**src/rtl/vram_scheduler.sv**
```systemverilog
// vram_scheduler: divides each 8-slot character cell of the shared VRAM/main RAM
// between video fetch, the Z80 and an optional loader/DMA requester.
// Define VRAM_SCHED_DMA_EN to enable the DMA port and its starvation override;
// without it the DMA outputs read as zero and only CPU accesses are granted.
module vram_scheduler #(
    parameter int unsigned CPU_SLOT   = 5,
    parameter int unsigned STARVE_MAX = 15
) (
    input  logic        clk_sys,
    input  logic        reset,
    input  logic        ce_6mn,
    input  logic [2:0]  slot,
    input  logic        narrow,
    input  logic        vid_busy,
    input  logic        cpu_req,
    input  logic        cpu_we,
    input  logic [18:0] cpu_addr,
    input  logic [7:0]  cpu_din,
    output logic [7:0]  cpu_dout,
    output logic        cpu_ack,
    output logic        cpu_wait,
    input  logic        dma_req,
    input  logic        dma_we,
    input  logic [18:0] dma_addr,
    input  logic [7:0]  dma_din,
    output logic [7:0]  dma_dout,
    output logic        dma_ack,
    output logic [18:0] mem_addr,
    output logic [7:0]  mem_din,
    output logic        mem_we,
    output logic        mem_rd,
    input  logic [7:0]  mem_dout
);

    localparam logic [2:0] CPU_SLOT_L = 3'(CPU_SLOT);

    typedef enum logic [1:0] {IDLE, ISSUE, WAIT1, DONE} state_t;

    state_t state;
    logic   owner;      // 0 = CPU, 1 = DMA
    logic   is_write;
    logic   slot_cpu;   // current slot may be used by the CPU
    logic   take;       // a grant decision happens this edge
    logic   override;   // DMA outranks the CPU in this slot
    logic   cpu_first;
    logic   cpu_win;

    assign slot_cpu  = (slot == CPU_SLOT_L) || (!narrow && (slot[1:0] == CPU_SLOT_L[1:0]));
    assign take      = ce_6mn && (state == IDLE);
    assign cpu_first = cpu_req && slot_cpu && !override;
    assign cpu_win   = take && cpu_first;
    assign cpu_wait  = cpu_req & ~cpu_ack;

`ifdef VRAM_SCHED_DMA_EN
    localparam logic [3:0] STARVE_MAX_L = 4'(STARVE_MAX);

    logic [3:0] starve;
    logic       dma_cand;   // DMA could use this slot if it wins arbitration
    logic       dma_win;

    assign dma_cand = dma_req && (slot_cpu || !vid_busy);
    assign override = dma_req && slot_cpu && (starve == STARVE_MAX_L);
    assign dma_win  = take && dma_cand && !cpu_first;

    // Starvation counter: counts DMA-capable slots that DMA did not get,
    // including slot strobes that arrive while an access is still in flight
    always_ff @(posedge clk_sys) begin
        if (reset || !dma_req) begin
            starve <= '0;
        end else if (ce_6mn) begin
            if (dma_win) begin
                starve <= '0;
            end else if (dma_cand && (starve != STARVE_MAX_L)) begin
                starve <= starve + 4'd1;
            end
        end
    end
`else
    logic unused_dma;

    assign override   = 1'b0;
    assign unused_dma = ^{dma_req, dma_we, dma_addr, dma_din, vid_busy};
    assign dma_ack    = 1'b0;
    assign dma_dout   = '0;
`endif

    // Access sequencer: grant in IDLE on ce_6mn, then ISSUE/WAIT1/DONE with registered strobes
    always_ff @(posedge clk_sys) begin
        if (reset) begin
            state    <= IDLE;
            owner    <= 1'b0;
            is_write <= 1'b0;
            mem_addr <= '0;
            mem_din  <= '0;
            mem_we   <= 1'b0;
            mem_rd   <= 1'b0;
            cpu_ack  <= 1'b0;
            cpu_dout <= '0;
`ifdef VRAM_SCHED_DMA_EN
            dma_ack  <= 1'b0;
            dma_dout <= '0;
`endif
        end else begin
            mem_we  <= 1'b0;
            mem_rd  <= 1'b0;
            cpu_ack <= 1'b0;
`ifdef VRAM_SCHED_DMA_EN
            dma_ack <= 1'b0;
`endif
            case (state)
                IDLE: begin
                    if (cpu_win) begin
                        state    <= ISSUE;
                        owner    <= 1'b0;
                        is_write <= cpu_we;
                        mem_addr <= cpu_addr;
                        mem_din  <= cpu_din;
                        mem_we   <= cpu_we;
                        mem_rd   <= !cpu_we;
                    end
`ifdef VRAM_SCHED_DMA_EN
                    else if (dma_win) begin
                        state    <= ISSUE;
                        owner    <= 1'b1;
                        is_write <= dma_we;
                        mem_addr <= dma_addr;
                        mem_din  <= dma_din;
                        mem_we   <= dma_we;
                        mem_rd   <= !dma_we;
                    end
`endif
                end
                ISSUE: state <= WAIT1;
                WAIT1: state <= DONE;
                // Read data is valid two edges after the strobe; the ack and
                // capture are registered on leaving DONE, 3 clk after the grant
                DONE: begin
                    state <= IDLE;
                    if (!owner) begin
                        cpu_ack <= 1'b1;
                        if (!is_write) cpu_dout <= mem_dout;
                    end
`ifdef VRAM_SCHED_DMA_EN
                    else begin
                        dma_ack <= 1'b1;
                        if (!is_write) dma_dout <= mem_dout;
                    end
`endif
                end
                default: state <= IDLE;
            endcase
        end
    end

endmodule
```
**config.mk**
```make
export PLATFORM = sky130hd
export DESIGN_NAME = vram_scheduler
export DESIGN_NICKNAME = d
export VERILOG_FILES = /design/src/rtl/vram_scheduler.sv
export SDC_FILE = /design/constraint.sdc
export NUM_CORES = 1
export LEC_CHECK = 0
export BUFFER_PORTS_ARGS = -buffer_cell sky130_fd_sc_hd__buf_4
export CAP_MARGIN = 0
export CORE_MARGIN = 2
export CORE_UTILIZATION = 35
export CTS_CLUSTER_DIAMETER = 30
export DETAILED_ROUTE_END_ITERATION = 8
export GPL_TIMING_DRIVEN = 0
export PLACE_DENSITY = 0.76
export SYNTH_ARGS = -nofsm -noshare
export SYNTH_HDL_FRONTEND = slang
export SYNTH_SLANG_ARGS = --single-unit
export TNS_END_PERCENT = 30
```
**constraint.sdc**
```tcl
create_clock -name clk_sys -period 1.9 [get_ports clk_sys]
set_clock_uncertainty 0.2 [all_clocks]
set_input_delay 0.285 -clock clk_sys [delete_from_list [all_inputs] [get_ports clk_sys]]
set_output_delay 0.285 -clock clk_sys [all_outputs]
set_load 0.05 [all_outputs]
```
==> results.py, run 1 <==
metrics = {
    "status": {
        "status": "completed",
    },
    "synth": {
        "synth.largest_area_cell": "dfxtp_1",
        "synth_top_family_by_area": "compound AO/OA/AOI/OAI gates",
        "yosysWarnings": 0,
        "synth_edf_count": 0,
        "async_reset_ff_frac": 0,
        "synth_commonest_cells": "dfxtp_1, a21oi_1, nand4_1, o31ai_1, buf_4",
        "synthCells": 198,
        "synth_top_area_frac": 0.453,
        "synthSimpleGateAreaFrac": 0.155,
        "synth_seq_cells": 41,
        "synth-seq-area-share": 0.453,
        "synth_xor_area_frac": 0,
        "synthFlopType": "dfxtp_1",
        "syn-cell-area_um2": 1810,
        "avgSynthCellArea_um2": 9.16,
        "yosysUniqueCellTypes": 25,
        "muxShareOfSynthArea": 0.0497,
        "yosys.area_share.adder": 0.0276,
        "synth_compound_area_frac": 0.206,
        "synth_most_common_cell": "dfxtp_1",
        "synth_area_leaders": "dfxtp_1, o31ai_1, nand4_1, a21oi_1, mux2i_1",
    },
    "route": {
        "postRouteAntennaNets": 0,
        "wl_per_cell_um": 13.8,
        "drt_iter0_drc": 42,
        "drt-pass1-iter-count": 4,
        "wirelength_um": 5040,
        "remaining_drc_errors": 0,
        "vias": 1828,
        "viasPerCell": 4.99,
    },
    "critical_path": {
        "critPathLaunchType": "flip-flop",
        "worst_path_max_delay_cell": "dfxtp_1",
        "critPathTopFamily": "buffers and inverters",
        "arrival_ns": 1.71,
        "worst-setup-path-type": "flip-flop to flip-flop",
        "cpPeakStageDelay_ns": 0.32,
        "cp_cell_sequence": "inv_1 > ha_4 > inv_2 > buf_2 > clkbuf_4 > o31ai_1 > a21oi_1",
        "timing.critical_path.buf_inv": 4,
        "cp.required_ns": 1.86,
        "crit_path_max_fanout": 10,
        "critPathCaptureType": "flip-flop",
    },
    "die": {
        "start_util": 0.360,
        "die_h_um": 76.0,
        "die-area_um2": 5770,
        "die_x_um": 76.0,
        "core_um2": 5040,
        "pin_count": 122,
        "std_cell_rows": 26,
    },
    "clock_network": {
        "cts_buffers": 5,
        "post_cts_buffers": 0,
        "clk_latency_ns": 0.29,
        "cts_root_buf": "clkbuf_8",
        "cts.path.max_buffers": 2,
        "htree_levels": 2,
        "cts.reportedPaths.clkPinSlew_ns": 0.08,
        "clock_sinks": 41,
        "cts_tree": "done",
    },
    "timing": {
        "grt_setup_unrepaired": "no",
        "hold_violations": 0,
        "period_share": 0.923,
        "tns_ns": 0,
        "finalSetupViolCount": 0,
        "slew_violations": 0,
        "fmax_mhz": 570,
        "fin_crit_ns": 1.75,
    },
    "power_and_ir_drop": {
        "internal_power_uw": 1440,
        "switchingPower_uw": 838,
        "p_sw_frac": 0.368,
        "vdd_drop_max_mv": 0.372,
        "power.total_uw": 2280,
        "leakagePower_uw": 0.00112,
        "combPwrFrac": 0.343,
        "clock_power_share": 0.252,
        "power_density_nw_per_um2": 853,
        "pwr-share-seq": 0.405,
    },
    "global_routing": {
        "grt_pass1_vias": 1850,
        "grt_antenna_before_repair": 0,
        "grt-ovfl-total": 0,
        "grt_max_degree": 12,
        "grt_pass1_wl_um": 8490,
        "track_usage": 0.178,
    },
    "run": {
        "drv_cap": 0,
    },
    "place": {
        "port-buffer-count": 82,
        "gp_congestion": 0.771,
        "dp.cells": 358,
        "post-dp-hpwl_um": 3690,
    },
    "finish": {
        "fill_cells": 495,
        "area_growth_pct": 47.1,
        "final_nets": 374,
        "antenna_cells": 0,
        "final_core_util": 0.529,
        "drive_gt1_frac": 0.382,
        "finalNonFillerCells": 366,
    },
    "hold_path": {
        "hold_path.class": "input pin to flip-flop",
    },
}
==> final cells by class <==
cell class              count  area, µm²  share of cell area
multi-input cells         129        850               0.318
flip-flops and latches     41        821               0.308
repair buffers             83        626               0.235
plain buffers              32        183              0.0685
well taps                  70       87.6              0.0328
clock buffers               7       86.3              0.0324
inverters                   4       15.0             0.00563
==> worst min-delay path, cell delays in order <==
cell and delay, ns:
buf_4 0.08, mux2i_1 0.05, nor2_1 0.07
==> routing by layer <==
metal  vias to the layer above  share of wire  track usage  routed length (µm)
met5                         -              0            0                   0
met4                         0         0.0054       0.0691                  27
met3                         4          0.063       0.0533                 318
met2                        63           0.49        0.298                2490
met1                       850           0.44        0.216                2200
li1                        911              -            -                   -
==> power groups by stage <==
stage	combinational (µW)	clock (µW)	sequential [µW]
after CTS	742	589	922
after global routing	853	630	928
final	780	574	922
after global placement	733	0	941
after floorplan	429	0	1020
after detailed placement	739	0	942
==> cells in the final DEF (no fill, tap or decap), drive strengths merged <==
| cell | netlist | routed |
|---|---|---|
| nand4b | 1 | 1 |
| nand3 | 1 | 1 |
| nand2 | 2 | 2 |
| ha | 4 | 4 |
| o311a | 1 | 1 |
| nand2b | 1 | 1 |
| buf | 22 | 103 |
| clkbuf | 10 | 18 |
| o31ai | 28 | 28 |
| mux2i | 9 | 9 |
| nand4 | 28 | 28 |
| nor3 | 1 | 1 |
| nor3b | 1 | 1 |
| conb | 1 | 9 |
| nor2 | 8 | 8 |
| inv | 4 | 4 |
| a21oi | 29 | 29 |
| nor2b | 4 | 4 |
| dlygate4sd3 | 0 | 1 |
| o211ai | 1 | 1 |
| dfxtp | 41 | 41 |
| and4b | 1 | 1 |
==> repair_timing <==
action,in CTS,in global routing
setup endpoints to repair,0,9
endpoints found under the hold margin,1,0
hold buffers,1,0
gates resized for setup,0,5
==> worst paths after layout <==
| path | startpoint | to | slack (ns) | cells past startpoint |
|---|---|---|---|---|
| setup reg to reg | state[0] | mem_din[1] | 0.15 | 7 |
| setup / recovery | state[0] | mem_din[1] | 0.15 | 7 |
| hold reg to reg | mem_addr[10] | mem_addr[10] | 0.27 | 2 |
| hold / removal | mem_dout[0] | cpu_dout[0] | 0.03 | 3 |
==> flip-flops by register name, summed over array words and instances (netlist names) <==
name      count
mem_addr     19
cpu_dout      8
mem_din       8
state         2
cpu_ack       1
is_write      1
mem_rd        1
mem_we        1
==> metrics by stage <==
stage / setup slack (ns) / hold WS [ns] / cell area, µm²
6_report: 0.146 / 0.0315 / 2670
3_3_place_gp: 0.172 / 0.256 / 2550
5_1_grt: 0.0151 / 0.0334 / 2670
2_1_floorplan: 0.187 / 0.164 / 1840
4_1_cts: 0.0842 / 0.0210 / 2640
3_5_place_dp: 0.0956 / 0.264 / 2550
==> cell families (layout without fill, tap and decap cells) <==
kind of cell | count (synthesis) | in the layout
and+or+nand+nor | 48 | 48
adders and majority gates | 4 | 4
DFF | 41 | 41
muxes | 9 | 9
AOI/OAI and AO/OA | 59 | 59
other | 1 | 9
buffers and inverters | 36 | 126
Power figures use the tool's default switching activity.
==> run 2, diff against run 1 <==
GPL_TIMING_DRIVEN = default   (was 0)
clock period = 2.21 ns   (was 1.9 ns; I/O delays follow)
==> run 2 against run 1 <==
Cell count down 6.3%; critical path depth decreased by 2; global-route usage fell by 1.2 points; sequential power is 14% lower; sequential share of layout area rose by 1.2 points.
==> results.py, run 2 (synthesized netlist as in run 1, its figures left out) <==
metrics = {
    "status": {
        "status": "completed",
    },
    "place": {
        "gp_congestion": 0.695,
        "dp.cells": 335,
        "port-buffer-count": 82,
        "post-dp-hpwl_um": 3290,
        "pre_cts_slack_ns": 0.412,
    },
    "finish": {
        "layout_commonest_cell": "buf_4",
        "area_growth_pct": 41.8,
        "largest_reg_flops": 19,
        "finalNonFillerCells": 343,
        "layout_common_cells": "buf_4, dfxtp_1, a21oi_1, nand4_1, o31ai_1",
        "antenna_cells": 0,
        "final_nets": 350,
        "top_regs": "mem_addr: 19 flops, cpu_dout: 8 flops, mem_din: 8 flops",
        "largest-register": "mem_addr",
        "drive_gt1_frac": 0.370,
    },
    "global_routing": {
        "track_usage": 0.166,
        "grt_pass1_wl_um": 7860,
        "grt-ovfl-total": 0,
        "grt_pass1_vias": 1702,
        "grt_antenna_before_repair": 0,
        "grt_max_degree": 41,
    },
    "power_and_ir_drop": {
        "clock_power_share": 0.337,
        "internal_power_uw": 1390,
        "switchingPower_uw": 710,
        "vdd_drop_max_mv": 0.455,
        "power_density_nw_per_um2": 816,
        "pwr-share-seq": 0.378,
        "p_sw_frac": 0.339,
        "combPwrFrac": 0.285,
        "leakagePower_uw": 0.00107,
    },
    "die": {
        "core_um2": 5040,
        "die_x_um": 76.0,
        "std_cell_rows": 26,
        "pin_count": 122,
        "start_util": 0.360,
        "die_h_um": 76.0,
        "die-area_um2": 5770,
    },
    "critical_path": {
        "cp.required_ns": 2.20,
        "rrSetupSlack_ns": 0.40,
        "critPathLaunchType": "flip-flop",
        "reg2reg_from": "state[0]",
        "crit_path_max_fanout": 29,
        "timing.rr.end": "state[0]",
        "critPathCaptureType": "flip-flop",
        "cp_cell_sequence": "inv_1 > ha_1 > inv_2 > a21oi_1 > o311a_1",
        "r2r_cells": 5,
        "cpPeakStageDelay_ns": 0.39,
        "arrival_ns": 1.79,
        "worst-setup-path-type": "flip-flop to flip-flop",
        "worst_path_max_delay_cell": "inv_2",
    },
    "clock_network": {
        "clock_sinks": 41,
        "cts_tree": "done",
        "cts.path.max_buffers": 2,
        "cts_root_buf": "clkbuf_8",
        "cts_hold_buf": 0,
        "post_cts_buffers": 0,
        "cts.reportedPaths.clkPinSlew_ns": 0.08,
        "htree_levels": 2,
        "cts_buffers": 5,
        "cts_resized": 0,
        "clk_latency_ns": 0.29,
    },
    "timing": {
        "slew_violations": 0,
        "period_share": 0.817,
        "fin_crit_ns": 1.81,
        "hold_violations": 0,
        "worst_pin_slew_ns": 0.584,
        "worst_slack_ns": 0.405,
        "fmax_mhz": 554,
        "maxSlewHeadroom": 0.609,
        "finalSetupViolCount": 0,
        "tns_ns": 0,
        "grt_setup_unrepaired": "no",
    },
    "route": {
        "remaining_drc_errors": 0,
        "wl_per_cell_um": 14.1,
        "wirelength_um": 4840,
        "viasPerCell": 5.17,
        "drt_iter0_drc": 54,
        "vias": 1773,
        "drt-pass1-iter-count": 4,
        "postRouteAntennaNets": 0,
    },
    "hold_path": {
        "worstHoldStart": "cpu_we",
        "hold_path.class": "input pin to flip-flop",
        "hold_end": "mem_rd",
        "holdPathStages": 2,
    },
    "run": {
        "drv_cap": 0,
    },
}
==> run 2: cell count changes in the layout (fill, tap and decap cells not counted), sizes merged <==
cell	change
bufinv	+2
clkbuf	-13
clkinv	+1
dlygate4sd3	-1
buf	-12
==> run 2: final cells by class <==
class                   instances  area (µm²)
flip-flops and latches         41         821
clock inverters                 3        65.1
fillers                       497        2470
well taps                      70        87.6
clock buffers                   5        68.8
multi-input cells             129         830
repair buffers                 91         683
inverters                       4        15.0
==> run 2: critical path: cells and delay by family (launching register included) <==
kind / cells / cell delay [ns]
buf+inv: 2 / 0.47
flops: 1 / 0.34
fa+ha+maj: 1 / 0.22
compound gates: 2 / 0.47
==> run 2: through the flow <==
step | instance area, µm² | hold slack, ns | util | power, µW
6_report | 2570 | 0.0149 | 0.510 | 2100
4_1_cts | 2570 | 0.00360 | 0.510 | 2120
3_5_place_dp | 2440 | 0.260 | 0.483 | 1410
2_1_floorplan | 1840 | 0.211 | - | 1250
5_1_grt | 2570 | 0.0147 | 0.510 | 2200
3_3_place_gp | 2440 | 0.255 | 0.483 | 1400
==> run 2: worst max-delay path by stage <==
stage,startpoint,to,slack [ns],cells past startpoint
floorplan,cpu_ack,cpu_wait,0.45,1
global placement,state[1],state[0],0.43,5
detailed placement,state[1],state[0],0.41,5
CTS,state[0],state[0],0.40,5
global route,state[1],state[0],0.25,5
finish,state[0],state[0],0.40,5
==> run 2: per-layer routing <==
layer	global-route usage	wire length [µm]	up-vias
li1	-	-	866
met1	0.200	2080	829
met2	0.278	2340	71
met3	0.0581	359	7
met4	0.0582	59	0
met5	0	0	-
==> run 2: power by group through the flow <==
stage / Sequential (µW) / Combinational (µW) / Clock (µW)
after floorplan: 878 / 369 / 0
after global placement: 809 / 590 / 0
after detailed placement: 810 / 597 / 0
after CTS: 793 / 598 / 727
after global routing: 797 / 651 / 754
final: 792 / 597 / 708
==> run 3, diff against run 2 <==
clock period = 1.8 ns   (was 2.21 ns; I/O delays follow)
==> run 3 against run 2 <==
Largest power group unchanged; sequential share of layout area shrank 0.20 points; critical endpoint is now mem_din[5]; flip-flop and latch count is the same; critical path type unchanged; maximum frequency grew 9.7%; largest cell class unchanged; critical path depth grew 1.
==> results.py, run 3 (synthesized netlist as in run 1, its figures left out) <==
metrics = {
    "clock_network": {
        "htree_levels": 2,
        "cts.path.max_buffers": 2,
        "cts_root_buf": "clkbuf_8",
        "cts_tree": "done",
        "clk_latency_ns": 0.29,
        "cts.reportedPaths.clkPinSlew_ns": 0.08,
        "cts_buffers": 5,
        "clock_sinks": 41,
        "cts_resized": 0,
    },
    "run": {
        "drv_cap": 0,
    },
    "route": {
        "wl_per_cell_um": 14.2,
        "viasPerCell": 5.13,
        "drt-pass1-iter-count": 4,
        "drt_iter0_drc": 62,
        "postRouteAntennaNets": 0,
        "vias": 1779,
        "wirelength_um": 4920,
        "remaining_drc_errors": 0,
    },
    "place": {
        "pre_cts_slack_ns": 0.170,
        "placedInstanceArea_um2": 2450,
        "gp_congestion": 0.696,
        "post-dp-hpwl_um": 3350,
        "port-buffer-count": 82,
    },
    "finish": {
        "area_growth_pct": 42.7,
        "antenna_cells": 0,
        "largest_reg_flops": 19,
        "layout_common_cells": "buf_4, dfxtp_1, a21oi_1, nand4_1, o31ai_1",
        "layout_commonest_cell": "buf_4",
        "top_regs": "mem_addr: 19 flops, cpu_dout: 8 flops, mem_din: 8 flops",
        "largest-register": "mem_addr",
        "stdcell_area_um2": 2590,
        "drive_gt1_frac": 0.372,
        "final_nets": 354,
    },
    "timing": {
        "grt_setup_unrepaired": "no",
        "fmax_mhz": 608,
        "finalSetupViolCount": 0,
        "tns_ns": 0,
        "slew_violations": 0,
        "fin_crit_ns": 1.65,
        "worst_slack_ns": 0.154,
        "hold_violations": 0,
        "period_share": 0.914,
    },
    "power_and_ir_drop": {
        "power_density_nw_per_um2": 967,
        "leakagePower_uw": 0.00107,
        "vdd_drop_max_mv": 0.603,
    },
    "critical_path": {
        "arrival_ns": 1.61,
        "worst-setup-path-type": "flip-flop to flip-flop",
        "timing.rr.end": "mem_din[5]",
        "crit_path_max_fanout": 13,
        "critPathLaunchType": "flip-flop",
        "rrSetupSlack_ns": 0.15,
        "reg2reg_from": "state[0]",
        "critPathCaptureType": "flip-flop",
        "cp.required_ns": 1.76,
        "r2r_cells": 6,
    },
    "global_routing": {
        "track_usage": 0.169,
        "grt_pass1_vias": 1797,
        "grt_antenna_before_repair": 0,
        "grt_pass1_wl_um": 8110,
        "grt-ovfl-total": 0,
        "grt_max_degree": 41,
    },
    "hold_path": {
        "worstHoldStart": "mem_dout[3]",
        "holdPathStages": 3,
        "hold_end": "cpu_dout[3]",
        "hold_path.class": "input pin to flip-flop",
    },
    "die": {
        "std_cell_rows": 26,
        "die-area_um2": 5770,
        "die_x_um": 76.0,
        "start_util": 0.360,
        "pin_count": 122,
        "core_um2": 5040,
        "die_h_um": 76.0,
    },
    "status": {
        "status": "completed",
    },
}
## run 3: worst max path at each step
stage	from	end	slack (ns)	cells past startpoint
2_1_floorplan	cpu_ack	cpu_wait	0.10	1
3_3_place_gp	state[0]	mem_addr[2]	0.23	6
3_5_place_dp	state[0]	mem_din[5]	0.17	6
4_1_cts	state[0]	mem_din[5]	0.15	6
5_1_grt	state[0]	mem_addr[16]	0.06	6
6_report	state[0]	mem_din[5]	0.15	6
## run 3: final cells by class
type	instances	area (µm²)
Clock buffer	5	68.8
Clock inverter	3	46.3
Fill cell	499	2460
Inverter	4	15.0
Multi-Input combinational cell	129	830
Sequential cell	41	821
Tap cell	70	87.6
Timing Repair Buffer	95	718
## run 3: worst max-delay path: stages, from the launching register on
cell and delay, ns:
dfxtp_1 0.32, inv_1 0.12, ha_1 0.20, inv_2 0.12, buf_4 0.20, o31ai_1 0.26, a21oi_1 0.10
## run 3: per-stage QoR
stage	std cells	util	hold slack (ns)	total power, µW
2_1_floorplan	206	-	0.149	1530
3_3_place_gp	337	0.486	0.253	1760
3_5_place_dp	337	0.486	0.253	1770
4_1_cts	347	0.513	0.000612	2520
5_1_grt	347	0.513	0.000340	2620
6_report	347	0.513	0.00668	2500
## run 3: timing repair
item | 4_1_cts | 5_1_grt
endpoints found under the hold margin | 2 | 0
endpoints found under the setup margin | 0 | 0
hold buffers | 2 | 0
setup buffers | 0 | 0
## run 3: power breakdown
part / leakage [µW] / total [µW] / switching [µW] / internal [µW]
combinational: 0.000684 / 779 / 540 / 240
sequential: 0.000331 / 974 / 25.0 / 949
clock: 0.0000543 / 747 / 332 / 415
## run 3: metal layers
layer / track usage / vias to the layer above / routed length (µm)
met3: 0.0486 / 6 / 283
met5: 0 / - / 0
met1: 0.203 / 846 / 2160
met4: 0.0509 / 0 / 53
met2: 0.296 / 56 / 2420
li1: - / 871 / -
